===== src/rtl/mc_sequencer.sv =====
// Microcode timing-state sequencer: steps a one-hot T1..Tn ring per instruction, handling
// waits with a timeout, aborts, interrupts at instruction boundaries and a halt/park state.
module mc_sequencer #(
  parameter int unsigned NSTATES = 5,
  parameter int unsigned CNT_W   = 32,
  parameter int unsigned TMO_W   = 4
) (
  input  logic               clk,
  input  logic               reset,
  input  logic [2:0]         len,
  input  logic               done,
  input  logic               wait_req,
  input  logic               ready,
  input  logic               abort,
  input  logic               irq,
  input  logic               halt,
  output logic [NSTATES-1:0] T,
  output logic               stall,
  output logic               retire,
  output logic               irq_take,
  output logic               timeout,
  output logic               halted,
  output logic [CNT_W-1:0]   retired_cnt
);

  localparam logic [3:0]         LenMin = 4'd3;
  localparam logic [3:0]         LenMax = 4'(NSTATES);
  localparam logic [NSTATES-1:0] TFirst = NSTATES'(1);

  logic [NSTATES-1:0] t_q, t_d;
  logic               halted_q, halted_d;
  logic [3:0]         len_q, len_d;
  logic [TMO_W-1:0]   tmo_q, tmo_d;
  logic [CNT_W-1:0]   cnt_q, cnt_d;

  logic [3:0] t_idx;
  logic [3:0] len_clamped;
  logic       wait_hold;
  logic       tmo_max;
  logic       at_end;
  logic       abort_go;
  logic       boundary;
  logic       park;

  // 1-based index of the active timing state; 0 while parked.
  always_comb begin
    t_idx = '0;
    for (int i = 0; i < NSTATES; i++) begin
      if (t_q[i]) t_idx = 4'(i + 1);
    end
  end

  always_comb begin
    if ({1'b0, len} < LenMin) begin
      len_clamped = LenMin;
    end else if ({1'b0, len} > LenMax) begin
      len_clamped = LenMax;
    end else begin
      len_clamped = {1'b0, len};
    end
  end

  assign wait_hold = wait_req & ~ready;
  assign tmo_max   = &tmo_q;
  // done is only honoured from T3 onward; len_q is always >= 3 once loaded.
  assign at_end    = (t_idx >= LenMin) && ((t_idx == len_q) || done);

  // State register
  always_ff @(posedge clk) begin
    if (reset) begin
      t_q      <= TFirst;
      halted_q <= 1'b0;
      len_q    <= '0;
      tmo_q    <= '0;
      cnt_q    <= '0;
    end else begin
      t_q      <= t_d;
      halted_q <= halted_d;
      len_q    <= len_d;
      tmo_q    <= tmo_d;
      cnt_q    <= cnt_d;
    end
  end

  // Output decode: priority abort > timeout > stall > end of instruction.
  always_comb begin
    abort_go = 1'b0;
    timeout  = 1'b0;
    stall    = 1'b0;
    retire   = 1'b0;
    if (!reset && !halted_q) begin
      if (abort) begin
        abort_go = 1'b1;
      end else if (wait_hold && tmo_max) begin
        timeout = 1'b1;
      end else if (wait_hold) begin
        stall = 1'b1;
      end else if (at_end) begin
        retire = 1'b1;
      end
    end
    irq_take = (retire & irq) | (halted_q & irq & ~reset);
  end

  assign boundary = abort_go | timeout | retire;
  // A pending interrupt always beats a halt request at a boundary.
  assign park     = boundary & halt & ~irq;

  // Next-state logic
  always_comb begin
    t_d      = t_q;
    halted_d = halted_q;
    len_d    = len_q;
    tmo_d    = stall ? tmo_q + TMO_W'(1) : '0;
    cnt_d    = cnt_q + CNT_W'(retire);
    if (halted_q) begin
      if (!halt || irq) begin
        t_d      = TFirst;
        halted_d = 1'b0;
      end
    end else if (boundary) begin
      if (park) begin
        t_d      = '0;
        halted_d = 1'b1;
      end else begin
        t_d = TFirst;
      end
    end else if (!stall) begin
      t_d = {t_q[NSTATES-2:0], t_q[NSTATES-1]};
      if (t_q[1]) len_d = len_clamped;
    end
  end

  assign T           = t_q;
  assign halted      = halted_q;
  assign retired_cnt = cnt_q;

  assert property (@(posedge clk) disable iff (reset) $onehot0(t_q));
  assert property (@(posedge clk) disable iff (reset) halted_q == (t_q == '0));

endmodule


===== config.mk =====
export PLATFORM = sky130hd
export DESIGN_NAME = mc_sequencer
export DESIGN_NICKNAME = d
export VERILOG_FILES = /design/src/rtl/mc_sequencer.sv
export SDC_FILE = /design/constraint.sdc
export NUM_CORES = 1
export LEC_CHECK = 0
export ABC_AREA = 1
export CORE_UTILIZATION = 54
export DETAILED_ROUTE_END_ITERATION = 16
export HOLD_SLACK_MARGIN = 0.02
export MAX_ROUTING_LAYER = met4
export PLACE_DENSITY = 0.86
export SYNTH_ARGS = -nofsm -noshare
export SYNTH_HDL_FRONTEND = slang
export SYNTH_SLANG_ARGS = --single-unit

===== constraint.sdc =====
create_clock -name clk -period 4.2 [get_ports clk]
set_input_delay 0.42 -clock clk [delete_from_list [all_inputs] [get_ports clk]]
set_output_delay 0.42 -clock clk [all_outputs]
set_load 0.005 [all_outputs]

# Yosys cells after proc, flatten, opt, wreduce, memory -nomap -nowiden
# Index checks and enable logic that the tools add are counted.
# totals
input_bits	11
reg_bits	46
word_cells	70
# classes
n_mux	30
eq_ne	3
reduce_logical	12
order_cmp	3
add_sub_neg	2
bitwise_logic	15
# ops
operator	count
$add 32x1->32	1
$mux 1	20
$mux 5	4
$mux 4	4
$reduce_and 4->1	2
$and 1x1->1	6
$mux 3	2
$not 1->1	6
$add 4x1->4 const B	1
$eq 4x4->1	1
$ge 4x2->1 const B	1
$gt 3x3->1 const B	1
$logic_and 1x1->1	3
$logic_not 1->1	3
$lt 3x2->1 const B	1
$ne 3x1->1 const B	1
$or 1x1->1	3
$logic_or 1x1->1	2
$ne 2x1->1 const B	1
$reduce_and 2->1	1
$reduce_or 2->1	1

# Longest topological paths before layout
# depth
ltp_word	19
ltp_mapped	19
ltp_nobuf	19

# Worst setup path after synthesis
# OpenSTA, ideal clock, no wires.
# synth_path
path_kind	register to register
from	register t_q[3], in the netlist T[3]
to	register cnt_q[24], in the netlist retired_cnt[24]
arrival_ns	2.114
stages_incl_launch_ff	16
slack_ns	1.954
cell_sequence	dfxtp_1 inv_1 o21ai_0 nand3_1 nand2_1 nand3_1 inv_1 ha_1 ha_1 nand3_2 nor2_2 nand3_2 nor2_2 nand4_2 nor3_1 nor3b_2
# synth_between
elab_chain_len	11
# synth_lines
item	line_no	text
start: declaration	30	logic [NSTATES-1:0] t_q, t_d;
start signal: assignment	71	t_q <= TFirst;
start signal: assignment	77	t_q <= t_d;
$mux 4 * (2 in series)	49	if (t_q[i]) t_idx = 4'(i + 1);
branches (longest 2 deep; another with $ge 4x2->1)	n/a	
$logic_and 1x1->1 *	66	assign at_end = (t_idx >= LenMin) && ((t_idx == len_q) || done);
$mux 1 *	98	end else if (at_end) begin
$mux 1 *	96	end else if (wait_hold) begin
$mux 1 *	94	end else if (wait_hold && tmo_max) begin
$mux 1 *	92	if (abort) begin
$mux 1 *	91	if (!reset && !halted_q) begin
named net retire	19	output logic retire,
$add 32x1->32 *	115	cnt_d = cnt_q + CNT_W'(retire);
end signal: assignment	81	cnt_q <= cnt_d;
end: declaration	34	logic [CNT_W-1:0] cnt_q, cnt_d;
# Mark *: on every way through the listed nets, which the timed path passes.
# A chain may end at the register's enable or synchronous reset.

# Worst setup path in the final report
# layout_path
from	input port reset
to	output port irq_take
# layout_between
elab_chain_len	5
# layout_lines
item	line_no	text
start: declaration	9	input logic reset,
$logic_not 1->1	91	
$logic_and 1x1->1	91	
$mux 1	91	
$and 1x1->1	102	irq_take = (retire & irq) | (halted_q & irq & ~reset);
$or 1x1->1 *	102	
end: declaration	20	output logic irq_take,
# Every way passes the cells marked *; elsewhere a longest branch is shown, timed or not.

==> Implementation_results.wiki <==
{| class="wikitable"
! Metric !! Value
|-
| Status || completed
|-
| Seq cells post-synth || 45
|-
| Final weighted congestion in routability-driven placement || about 0.93
|-
| Global-route met1 utilization || about 29%
|-
| Count of cell types in the netlist || 33
|-
| Final clock skew || 0.00356 ns
|-
| Synth Net Count || 348
|-
| Share of the synthesized area in compound gates (AO/OA/AOI/OAI) || about 9.9%
|-
| Timing startpoint of the critical path || reset
|-
| Highest-utilization routing layer at the global route stage || met2
|-
| Kind of path behind the tightest hold check || flop to flop
|-
| Buffer levels on the longest clock path || 2
|-
| Layout overhead on the synthesized area || 29.3%
|-
| Adder-Cell Fraction of Synth Area || roughly 1.6%
|-
| Critical path required time || between 3 and 4 ns
|-
| Starting density of the core || 56.9%
|-
| Register clock-pin slew on the reported worst setup and hold paths || roughly 0.08 ns
|-
| CTS H-tree depth || 2
|-
| Cell accounting for the most synthesized area || sky130_fd_sc_hd__dfxtp_1
|-
| Fin. Hold Viols || 0
|-
| Wire length of the first global-routing pass || ~8900 um
|-
| Number of standard cells after synthesis || 334
|-
| Most instantiated flip-flop cell in the synthesis netlist || sky130_fd_sc_hd__dfxtp_1
|-
| Worst Reg-to-Reg Cells || 17
|-
| Sequential area share after synthesis || 39.0%
|-
| Cells taking the most area after synthesis || sky130_fd_sc_hd__dfxtp_1, sky130_fd_sc_hd__nand2_1, sky130_fd_sc_hd__inv_1
|-
| Die area || ~0.0045 mm2
|-
| Width of the die || between 60 and 70 um
|-
| Number of DRC markers in iteration 0 || 94
|-
| GRT Util Overall || between 20% and 30%
|-
| Share of the synthesized area in the top cell type || 39.0%
|-
| Number of nets with antenna violations after routing || 0
|-
| Critical path class || input port to output pin
|-
| Resized cells post-CTS || 0
|-
| Simple-gate share of the synthesized area || a little under two fifths
|-
| Number of vias per cell after detailed routing || slightly above 5
|-
| Worst R2R Start || T[4]$_SDFFE_PP0P_
|-
| Count of unresolved DRC violations after routing || 0
|-
| Multiplexer share of the synthesized area || 0%
|-
| Synth Area in XOR/XNOR || between 2 and 2.5%
|-
| Final Cycle Share || 63.3%
|-
| Count of input and output buffers || 52
|-
| Later-pin clock latency in the skew report || roughly 0.29 ns
|-
| Clock buffer count from CTS || 5
|-
| Worst slew margin || slightly above 70%
|-
| WL final || 5290 um
|-
| I/O pins || 53
|-
| Maximum operating frequency || about 380 MHz
|-
| HPWL reported at the end of detailed placement || slightly above 4000 um
|-
| Post-route minimum period || about 2.7 ns
|-
| Number of post-CTS setup repair buffers || 0
|-
| Total number of vias || 2291
|-
| CTS tree || done
|-
| Hold bufs inserted after CTS || 0
|-
| Sinks on the clock net || 45
|-
| Share of the core filled with cells || ~74%
|-
| Setup Total Neg Slack || 0 ns
|-
| Leakage || about 1.1 nW
|-
| Cell at the root of the clock tree || sky130_fd_sc_hd__clkbuf_8
|-
| Number of cells traversed by the worst hold path || 1
|-
| Die Y-Extent || just under 70 um
|-
| Via count of the first global-routing pass || about 2200
|-
| Syn Area/Cell || ~6.9 um2
|-
| Average wire length per cell after detail routing || about 12 um
|-
| Row count || 23
|-
| Pwr dens || ~260 mW/mm2
|-
| Final-report max-slew violation count || 0
|-
| VDD IR-drop max || between 0.1 and 0.15 mV
|-
| Share of synthesized flip-flops with an asynchronous set or reset || 0%
|-
| YS warnings || 0
|-
| Final global-route overflow total || 0
|-
| Power after layout || 0.000774 W
|-
| Arrival time of data at the critical path endpoint || ~2.2 ns
|-
| Met2 Usage GRT || roughly 47%
|-
| Combinational family with the most area after synthesis || simple AND/OR/NAND/NOR gates
|-
| Nature of the critical path endpoint || output pin
|-
| CP Launch Type || input port
|-
| Setup repair after global routing missed its margin || no
|-
| Worst hold slack || roughly 0.46 ns
|-
| Initial antenna violation count || 0
|-
| Number of flops mapped to enable cells by yosys || 0
|-
| Cell area after synthesis || 0.00231 mm2
|-
| Net count reported at finish || between 400 and 500
|-
| Top fanout value on the critical path || 31
|-
| Max Cap Viol || 0
|-
| Slew at the pin with the worst max-slew slack || roughly 0.41 ns
|-
| Ratio of cells with drive above 1 in the final layout || 9.21%
|-
| Worst hold start || tmo_q[0]$_SDFF_PP0_
|-
| Met3 track demand over resource || 6.76%
|-
| Core area || roughly 0.0041 mm2
|-
| Final setup violation count || 0
|-
| Antenna diode count || 0
|-
| Maximum number of pins on one net before global-route repair || 32
|-
| Initial DRT Pass Iterations || 5
|}
cell usage after synthesis, drive strengths merged, types with 10 or more instances:
cell type	count
inv	53
nor2	48
nand2	73
nand3	25
o21ai	10
nor3	16
dfxtp	45
a21oi	26
power breakdown:
group / switching [W] / total (W) / internal, W
Clock: 0.000140 / 0.000288 / 0.000149
Sequential: 0.00000408 / 0.000436 / 0.000431
Combinational: 0.0000257 / 0.0000498 / 0.0000241
worst max-delay path, cell delays in order:
cell and delay, ns:
sky130_fd_sc_hd__clkdlybuf4s50_1 0.51, sky130_fd_sc_hd__buf_4 0.34, sky130_fd_sc_hd__inv_1 0.30, sky130_fd_sc_hd__nand3_1 0.13, sky130_fd_sc_hd__o21ai_0 0.08, sky130_fd_sc_hd__clkdlybuf4s50_1 0.44
placed cells by master, fill, tap and decap left out, types with 2 or more instances in the layout:
cell type and instances:
sky130_fd_sc_hd__nor2_1 38, sky130_fd_sc_hd__clkdlybuf4s50_1 52, sky130_fd_sc_hd__nand2_1 70, sky130_fd_sc_hd__clkbuf_8 7, sky130_fd_sc_hd__nand2_2 3, sky130_fd_sc_hd__nor3b_2 2, sky130_fd_sc_hd__or2_0 4, sky130_fd_sc_hd__nor3b_1 2
sky130_fd_sc_hd__nor4_1 3, sky130_fd_sc_hd__dfxtp_1 45, sky130_fd_sc_hd__o21ai_0 9, sky130_fd_sc_hd__nor3_1 15, sky130_fd_sc_hd__nand3_2 4, sky130_fd_sc_hd__inv_2 3, sky130_fd_sc_hd__nand3_1 21, sky130_fd_sc_hd__o21a_1 2
sky130_fd_sc_hd__a21oi_1 26, sky130_fd_sc_hd__ha_1 3, sky130_fd_sc_hd__nor2_2 10, sky130_fd_sc_hd__nand4_1 3, sky130_fd_sc_hd__inv_1 50, sky130_fd_sc_hd__xor2_1 4, sky130_fd_sc_hd__xnor2_1 2
sequential cells by signal, summed over array words and instances (netlist names):
name         count
T                5
halted           1
len_q            3
retired_cnt     32
tmo_q            4
path summary, 6_finish.rpt:
| path | to | slack [ns] |
|---|---|---|
| hold / removal | tmo_q[0]$_SDFF_PP0_ | 0.46 |
| hold reg to reg | tmo_q[0]$_SDFF_PP0_ | 0.46 |
| setup / recovery | irq_take | 1.54 |
| setup reg to reg | retired_cnt[24]$_SDFF_PP0_ | 1.64 |
through the flow:
stage | setup WS [ns] | area (um2) | cells
global placement | 1.41 | 2890 | 433
CTS | 1.54 | 2990 | 441
detailed placement | 1.32 | 2890 | 433
floorplan | 1.95 | 2310 | 334
global route | 1.36 | 2990 | 441
finish | 1.54 | 2990 | 441
metal layers:
layer  wire, um  vias to the layer above
met5          0                        -
met4         75                        0
met3        297                        9
met2       2550                       67
met1       2360                     1038
li1           -                     1177
area by class of cell:
type                       instances  area (um2)
sequential                        45         901
tap                               50        62.6
timing repair buffer              53         528
inverter                          53         199
clock buffer                       7        96.3
clock inverter                     1        5.00
fill                             325        1070
multi-input combinational        232        1190
logic make-up after synthesis:
kind of cell | after synthesis
AOI/OAI and AO/OA | 42
xor gates and xnor gates | 6
adders and majority gates | 3
buffers and inverters | 57
DFF | 45
and+or+nand+nor | 181
(Power assumes the default switching activity.)
